**src/rtl/arm_pkg.sv**
```systemverilog
// rtl/arm_pkg.sv - shared states, constants and helpers for the LDM/STM sequencer
package arm_pkg;

  typedef enum logic [2:0] {
    IDLE,
    ACCESS,
    LWRITE,
    BASEWB,
    FINISH
  } seq_state_t;

  localparam logic [3:0] BYTE_WR_ALL  = 4'b0000;
  localparam logic [3:0] BYTE_WR_NONE = 4'b1111;
  localparam logic [3:0] PC_NUM       = 4'd15;

  // One-hot mask for a register number, used to retire a bit from the list
  function automatic logic [15:0] reg_bit(input logic [3:0] r);
    return 16'd1 << r;
  endfunction

endpackage

```
**src/rtl/reg_list_scan.sv**
```systemverilog
// rtl/reg_list_scan.sv - popcount and lowest-set-bit encoder over a 16-bit register list
module reg_list_scan (
  input  logic [15:0] list,
  output logic [4:0]  count,
  output logic [3:0]  lowest,
  output logic        any
);

  // Walk from r15 down so the last hit left in lowest is the lowest set bit
  always_comb begin
    count  = '0;
    lowest = '0;
    for (int i = 15; i >= 0; i--) begin
      if (list[i]) begin
        count  = count + 5'd1;
        lowest = 4'(i);
      end
    end
  end

  assign any = |list;

endmodule

```
**src/rtl/ldm_stm_sequencer.sv**
```systemverilog
// rtl/ldm_stm_sequencer.sv - multi-cycle LDM/STM block transfer sequencer in front of register_arm
module ldm_stm_sequencer
  import arm_pkg::*;
#(
  parameter int DATA_WIDTH = 32,
  parameter int ADDR_WIDTH = 4
) (
  input  logic                  clk,
  input  logic                  Rst,
  input  logic                  start,
  input  logic [15:0]           reg_list,
  input  logic [ADDR_WIDTH-1:0] base_num,
  input  logic [DATA_WIDTH-1:0] base_in,
  input  logic                  p_bit,
  input  logic                  u_bit,
  input  logic                  w_bit,
  input  logic                  l_bit,
  input  logic [DATA_WIDTH-1:0] Rd_out,
  output logic [ADDR_WIDTH-1:0] Rd_r_addr,
  output logic [ADDR_WIDTH-1:0] Rd_w_addr,
  output logic [DATA_WIDTH-1:0] Rd_in,
  output logic [3:0]            Rd_byte_w_en,
  output logic [ADDR_WIDTH-1:0] Rn_w_addr,
  output logic [DATA_WIDTH-1:0] Rn_in,
  output logic [3:0]            Rn_byte_w_en,
  output logic                  mem_req,
  output logic                  mem_we,
  output logic [DATA_WIDTH-1:0] mem_addr,
  output logic [DATA_WIDTH-1:0] mem_wdata,
  input  logic                  mem_ack,
  input  logic [DATA_WIDTH-1:0] mem_rdata,
  output logic                  pc_load_valid,
  output logic [DATA_WIDTH-1:0] pc_load_value,
  output logic                  busy,
  output logic                  done
);

  seq_state_t            state;
  logic [15:0]           pending;     // set bits not yet started
  logic [3:0]            cur_reg;
  logic                  l_q;
  logic                  w_q;
  logic                  wb_block;    // LDM with base in list: loaded value wins
  logic [ADDR_WIDTH-1:0] base_num_q;
  logic [DATA_WIDTH-1:0] wb_value;

  logic [15:0]           scan_in;
  logic [4:0]            scan_count;
  logic [3:0]            scan_lowest;
  logic                  scan_any;
  logic [DATA_WIDTH-1:0] four_n;
  logic [DATA_WIDTH-1:0] start_addr;
  logic                  advance;

  // In IDLE the scanner looks at the incoming list; afterwards at what is left
  assign scan_in = (state == IDLE) ? reg_list : pending;

  reg_list_scan u_scan (
    .list   (scan_in),
    .count  (scan_count),
    .lowest (scan_lowest),
    .any    (scan_any)
  );

  assign four_n  = DATA_WIDTH'({scan_count, 2'b00});
  assign advance = ((state == ACCESS) && mem_ack && !l_q) || (state == LWRITE);

  // Store data comes straight from the register file read port
  assign mem_wdata = (mem_req && mem_we) ? Rd_out : '0;

  // Lowest address of the block for each of the four addressing modes
  always_comb begin
    start_addr = base_in;
    case ({p_bit, u_bit})
      2'b01:   start_addr = base_in;
      2'b11:   start_addr = base_in + DATA_WIDTH'(4);
      2'b00:   start_addr = base_in - four_n + DATA_WIDTH'(4);
      default: start_addr = base_in - four_n;
    endcase
  end

  // Sequencer FSM with registered outputs
  always_ff @(posedge clk or negedge Rst) begin
    if (!Rst) begin
      state         <= IDLE;
      pending       <= '0;
      cur_reg       <= '0;
      l_q           <= 1'b0;
      w_q           <= 1'b0;
      wb_block      <= 1'b0;
      base_num_q    <= '0;
      wb_value      <= '0;
      Rd_r_addr     <= '0;
      Rd_w_addr     <= '0;
      Rd_in         <= '0;
      Rd_byte_w_en  <= BYTE_WR_NONE;
      Rn_w_addr     <= '0;
      Rn_in         <= '0;
      Rn_byte_w_en  <= BYTE_WR_NONE;
      mem_req       <= 1'b0;
      mem_we        <= 1'b0;
      mem_addr      <= '0;
      pc_load_valid <= 1'b0;
      pc_load_value <= '0;
      busy          <= 1'b0;
      done          <= 1'b0;
    end else begin
      done          <= 1'b0;
      pc_load_valid <= 1'b0;
      Rd_byte_w_en  <= BYTE_WR_NONE;
      Rn_byte_w_en  <= BYTE_WR_NONE;

      case (state)
        IDLE: begin
          if (start) begin
            busy       <= 1'b1;
            l_q        <= l_bit;
            w_q        <= w_bit;
            base_num_q <= base_num;
            wb_block   <= l_bit && reg_list[base_num];
            wb_value   <= u_bit ? (base_in + four_n) : (base_in - four_n);
            if (scan_any) begin
              state     <= ACCESS;
              cur_reg   <= scan_lowest;
              Rd_r_addr <= ADDR_WIDTH'(scan_lowest);
              pending   <= reg_list & ~reg_bit(scan_lowest);
              mem_req   <= 1'b1;
              mem_we    <= ~l_bit;
              mem_addr  <= start_addr;
            end else begin
              state <= FINISH;
              done  <= 1'b1;
            end
          end
        end
        ACCESS: begin
          if (mem_ack) begin
            mem_req <= 1'b0;
            mem_we  <= 1'b0;
            if (l_q) begin
              state <= LWRITE;
              if (cur_reg == PC_NUM) begin
                pc_load_valid <= 1'b1;
                pc_load_value <= mem_rdata;
              end else begin
                Rd_w_addr    <= ADDR_WIDTH'(cur_reg);
                Rd_in        <= mem_rdata;
                Rd_byte_w_en <= BYTE_WR_ALL;
              end
            end
          end
        end
        LWRITE: begin
          state <= LWRITE;
        end
        BASEWB: begin
          state <= FINISH;
          done  <= 1'b1;
        end
        FINISH: begin
          state <= IDLE;
          busy  <= 1'b0;
        end
        default: state <= IDLE;
      endcase

      // Move on to the next listed register, or to base writeback when the list is empty
      if (advance) begin
        if (scan_any) begin
          state     <= ACCESS;
          cur_reg   <= scan_lowest;
          Rd_r_addr <= ADDR_WIDTH'(scan_lowest);
          pending   <= pending & ~reg_bit(scan_lowest);
          mem_req   <= 1'b1;
          mem_we    <= ~l_q;
          mem_addr  <= mem_addr + DATA_WIDTH'(4);
        end else begin
          state <= BASEWB;
          if (w_q && !wb_block) begin
            Rn_w_addr    <= base_num_q;
            Rn_in        <= wb_value;
            Rn_byte_w_en <= BYTE_WR_ALL;
          end
        end
      end
    end
  end

endmodule

```
**config.mk**
```make
export PLATFORM = sky130hd
export DESIGN_NAME = ldm_stm_sequencer
export DESIGN_NICKNAME = d
export VERILOG_FILES = /design/src/rtl/arm_pkg.sv /design/src/rtl/reg_list_scan.sv /design/src/rtl/ldm_stm_sequencer.sv
export SDC_FILE = /design/constraint.sdc
export NUM_CORES = 1
export LEC_CHECK = 0
export CORE_AREA = 3 3 181 183
export CTS_CLUSTER_DIAMETER = 120
export CTS_CLUSTER_SIZE = 8
export DETAILED_ROUTE_END_ITERATION = 6
export DIE_AREA = 0 0 184 186
export PLACE_DENSITY_LB_ADDON = 0.3
export SLEW_MARGIN = 25
export SYNTH_ARGS = -nofsm -noshare
export SYNTH_HDL_FRONTEND = slang
export SYNTH_SLANG_ARGS = --single-unit
```
**constraint.sdc**
```tcl
create_clock -name clk -period 12.15 [get_ports clk]
set_input_delay 2.43 -clock clk [delete_from_list [all_inputs] [get_ports clk]]
set_output_delay 2.43 -clock clk [all_outputs]
set_load 0.005 [all_outputs]
```
==> summary.txt <==
Worst setup path
  – Capturing point of the worst reg2reg path: mem_addr[31]
  – Crit start category: primary input
  – CP endpoint: mem_addr[31]
  – R2R cell count: 53
  – Critical path class: in -> reg
  – Crit-path max FO: 3
  – CP endpoint kind: flip-flop
  – Worst reg2reg startpoint: state[2]
  – Largest stage delay, worst path: 540 ps
  – Register-to-Register Setup Slack: 190 ps
  – Worst setup path start: reg_list[15]
  – Worst path arrival time: 13240 ps
  – Crit path required time: 12570 ps
  – Crit path max-delay cell type: or4_4

STA
  – Slew headroom: 0.400
  – Final Hold Viols: 0
  – Minimum clock period after layout: 12830 ps
  – Crit share post-route: 1.06
  – Final max-slew violation count: 0
  – Final setup viols: 18
  – Setup ws final: -678 ps
  – Slew @ Worst Pin: 875 ps
  – RSZ-0062 raised after global routing: yes
  – Fmax: 0.0780 GHz
  – Setup Skew: 16.7 ps

Routing
  – Post-Route WL: 49700 µm
  – Vias/cell: 5.83
  – Vias: 14.7k
  – Drt initial violations: 1360
  – Antenna viol nets, final: 0
  – Routed len/inst: 19.8 µm
  – TritonRoute pass-1 iters: 6
  – Residual DRC: 0

Floorplanning
  – Die area: 34200 µm²
  – Die height: 186 µm
  – Core area: 31400 µm²
  – Row cnt: 65
  – Initial Utilization: 0.465
  – IO Pins: 309
  – Chip width: 184 µm

Yosys
  – Post-synth ARST share: 1.00
  – Post-synth top flop: dfrtp_1
  – Synthesis warning total: 0
  – Register bit count reported by yosys: 209
  – Synthesized netlist cell count: 1625
  – Cell variety after synth: 97
  – Syn_nets: 1784
  – Post-synth EDFFs: 0
  – Avg Inst Size Synth: 8.98 µm²
  – Seq/Total Area, Yosys: 0.358
  – Post-Syn Area: 14600 µm²

Cells and area
  – Nets: 2247
  – Fillers: 2453
  – Share of cells above drive strength 1: 0.253
  – Non-filler instance count after layout: 2515
  – Area delta synth->final: 44.5%

Clocking
  – H-tree Lvls: 1
  – Reg clk slew, reported paths: 50 ps
  – Total clock sinks: 209
  – Post-CTS Hold Buffers: 0
  – CTS tree: done
  – Root Buffer: clkbuf_16
  – Max Root-Sink Buffers: 3
  – Worst skew pair latency: 540 ps
  – Clock buffer count from CTS: 30

Global route
  – Largest net degree at the start of global routing: 83
  – GRT Total Usage: 0.281
  – Vias in the first global route: 14.1k
  – Overflow after GRT: 0
  – Initial antenna violation count: 0
  – First-pass GRT wire length: 77800 µm

Placed design
  – Gp weighted congestion: 0.915
  – Placed cells: 2423
  – Buffers on Ports: 308
  – Detailed placement HPWL: 36800 µm
  – Post-place setup slack: -1550 ps

Status
  – Failing checks: setup timing
  – Status: finished with violations

Run
  – Max-cap violations: 0

Min path
  – Worst min-delay path category: reg -> reg
layout by cell type (no fill, tap or decap), types with 8 or more instances in the layout:
cell | synthesis | final
nand4_1 | 14 | 14
and3_1 | 60 | 59
mux2_2 | 123 | 122
clkbuf_16 | 0 | 31
o21ai_0 | 116 | 104
a211oi_1 | 10 | 8
and2_1 | 18 | 15
o22ai_1 | 13 | 12
nor4_1 | 10 | 8
a31oi_1 | 10 | 10
xor2_1 | 36 | 35
clkdlybuf4s50_1 | 0 | 303
mux2i_1 | 22 | 20
or3_1 | 13 | 8
inv_1 | 38 | 31
o21ai_1 | 1 | 10
o211ai_1 | 24 | 24
ha_4 | 0 | 9
dfrtp_1 | 207 | 207
xnor2_1 | 83 | 74
clkbuf_1 | 84 | 24
o221ai_1 | 9 | 9
buf_4 | 6 | 223
a21oi_1 | 76 | 69
ha_1 | 33 | 19
nand3_1 | 54 | 51
a21o_1 | 8 | 8
nor3_1 | 36 | 28
nor2_1 | 99 | 92
xnor2_2 | 3 | 11
o31ai_1 | 12 | 12
nand2_1 | 209 | 204
cells by family (layout without fill, tap and decap cells):
logic type / Yosys count / after routing / share of synthesized area
adder cells (fa/ha/maj): 37 / 37 / 0.0325
flip-flops: 209 / 209 / 0.358
multiplexers: 150 / 150 / 0.118
other: 0 / 1 / 0
buffers and inverters: 147 / 634 / 0.0417
AND/OR/NAND/NOR: 577 / 577 / 0.194
AO/OA/AOI/OAI: 377 / 377 / 0.170
XOR/XNOR: 128 / 128 / 0.0852
routing by layer:
layer | track usage | vias up | wire, µm
met5 | 0 | - | 0
met1 | 0.388 | 7062 | 21200
met2 | 0.455 | 697 | 22900
li1 | - | 6808 | -
met4 | 0.0762 | 0 | 1300
met3 | 0.0530 | 96 | 4340
critical path: cells and delay by family:
family | cells | cell delay [ps]
compound gates | 13 | 2520
xor+xnor | 5 | 670
fa+ha+maj | 9 | 2230
buf+inv | 3 | 300
mux | 3 | 590
simple gates | 20 | 4470
how the worst min path moves through the flow:
stage / from / end / slack, ps / depth (start not counted)
6_report: wb_value[29] / wb_value[29] / 470 / 2
5_1_grt: Rd_r_addr[3] / Rd_r_addr[3] / 500 / 1
4_1_cts: wb_value[29] / wb_value[29] / 480 / 2
3_5_place_dp: wb_value[29] / wb_value[29] / 470 / 2
3_3_place_gp: wb_value[31] / wb_value[31] / 460 / 2
2_1_floorplan: wb_value[10] / wb_value[10] / 440 / 2
cell type report:
class | instances | area, µm² | area share
diodes | 1 | 2.50 | 0.000119
inverters | 42 | 165 | 0.00783
repair buffers | 536 | 4830 | 0.229
clock buffers | 55 | 866 | 0.0410
multi-input cells | 1269 | 9490 | 0.450
clock inverters | 1 | 8.76 | 0.000415
well taps | 402 | 503 | 0.0238
flip-flops and latches | 209 | 5230 | 0.248
stage by stage:
step / hold slack [ps] / TNS [ps] / utilization / cell area [µm²]
final: 473 / -6310 / 0.672 / 21100
after global routing: 495 / -15950 / 0.672 / 21100
after CTS: 477 / -2310 / 0.663 / 20800
after detailed placement: 466 / -30440 / 0.623 / 19500
after global placement: 457 / -21010 / 0.623 / 19500
after floorplan: 444 / -4830 / - / 14900
Yosys cell counts, drive strengths merged, types with 9 or more instances:
| master | instances | area share |
|---|---|---|
| o221ai | 9 | 0.0054 |
| nor4 | 11 | 0.0051 |
| or3 | 13 | 0.0056 |
| nor2 | 100 | 0.026 |
| xnor2 | 89 | 0.059 |
| ha | 33 | 0.028 |
| a31oi | 10 | 0.0043 |
| and2 | 20 | 0.0089 |
| xor2 | 36 | 0.022 |
| nand2 | 209 | 0.054 |
| nand4 | 14 | 0.0060 |
| a211oi | 13 | 0.0077 |
| o211ai | 24 | 0.012 |
| o21ai | 118 | 0.041 |
| nand3 | 54 | 0.019 |
| nand2b | 9 | 0.0039 |
| mux2i | 22 | 0.015 |
| o31ai | 14 | 0.0079 |
| dfrtp | 207 | 0.35 |
| nor3 | 37 | 0.013 |
| clkbuf | 84 | 0.022 |
| and3 | 60 | 0.026 |
| buf | 21 | 0.0089 |
| a21oi | 76 | 0.026 |
| o22ai | 13 | 0.0056 |
| mux2 | 123 | 0.095 |
| inv | 41 | 0.011 |
repair_timing:
item	in CTS	in global routing
pin swaps	26	15
resized for setup	56	35
buffers inserted	25	10
endpoints found under the setup margin	24	26
Power is left out: the tool's default activity adds up to more than one toggle a clock period on the data nets, which glitch-free logic cannot reach.
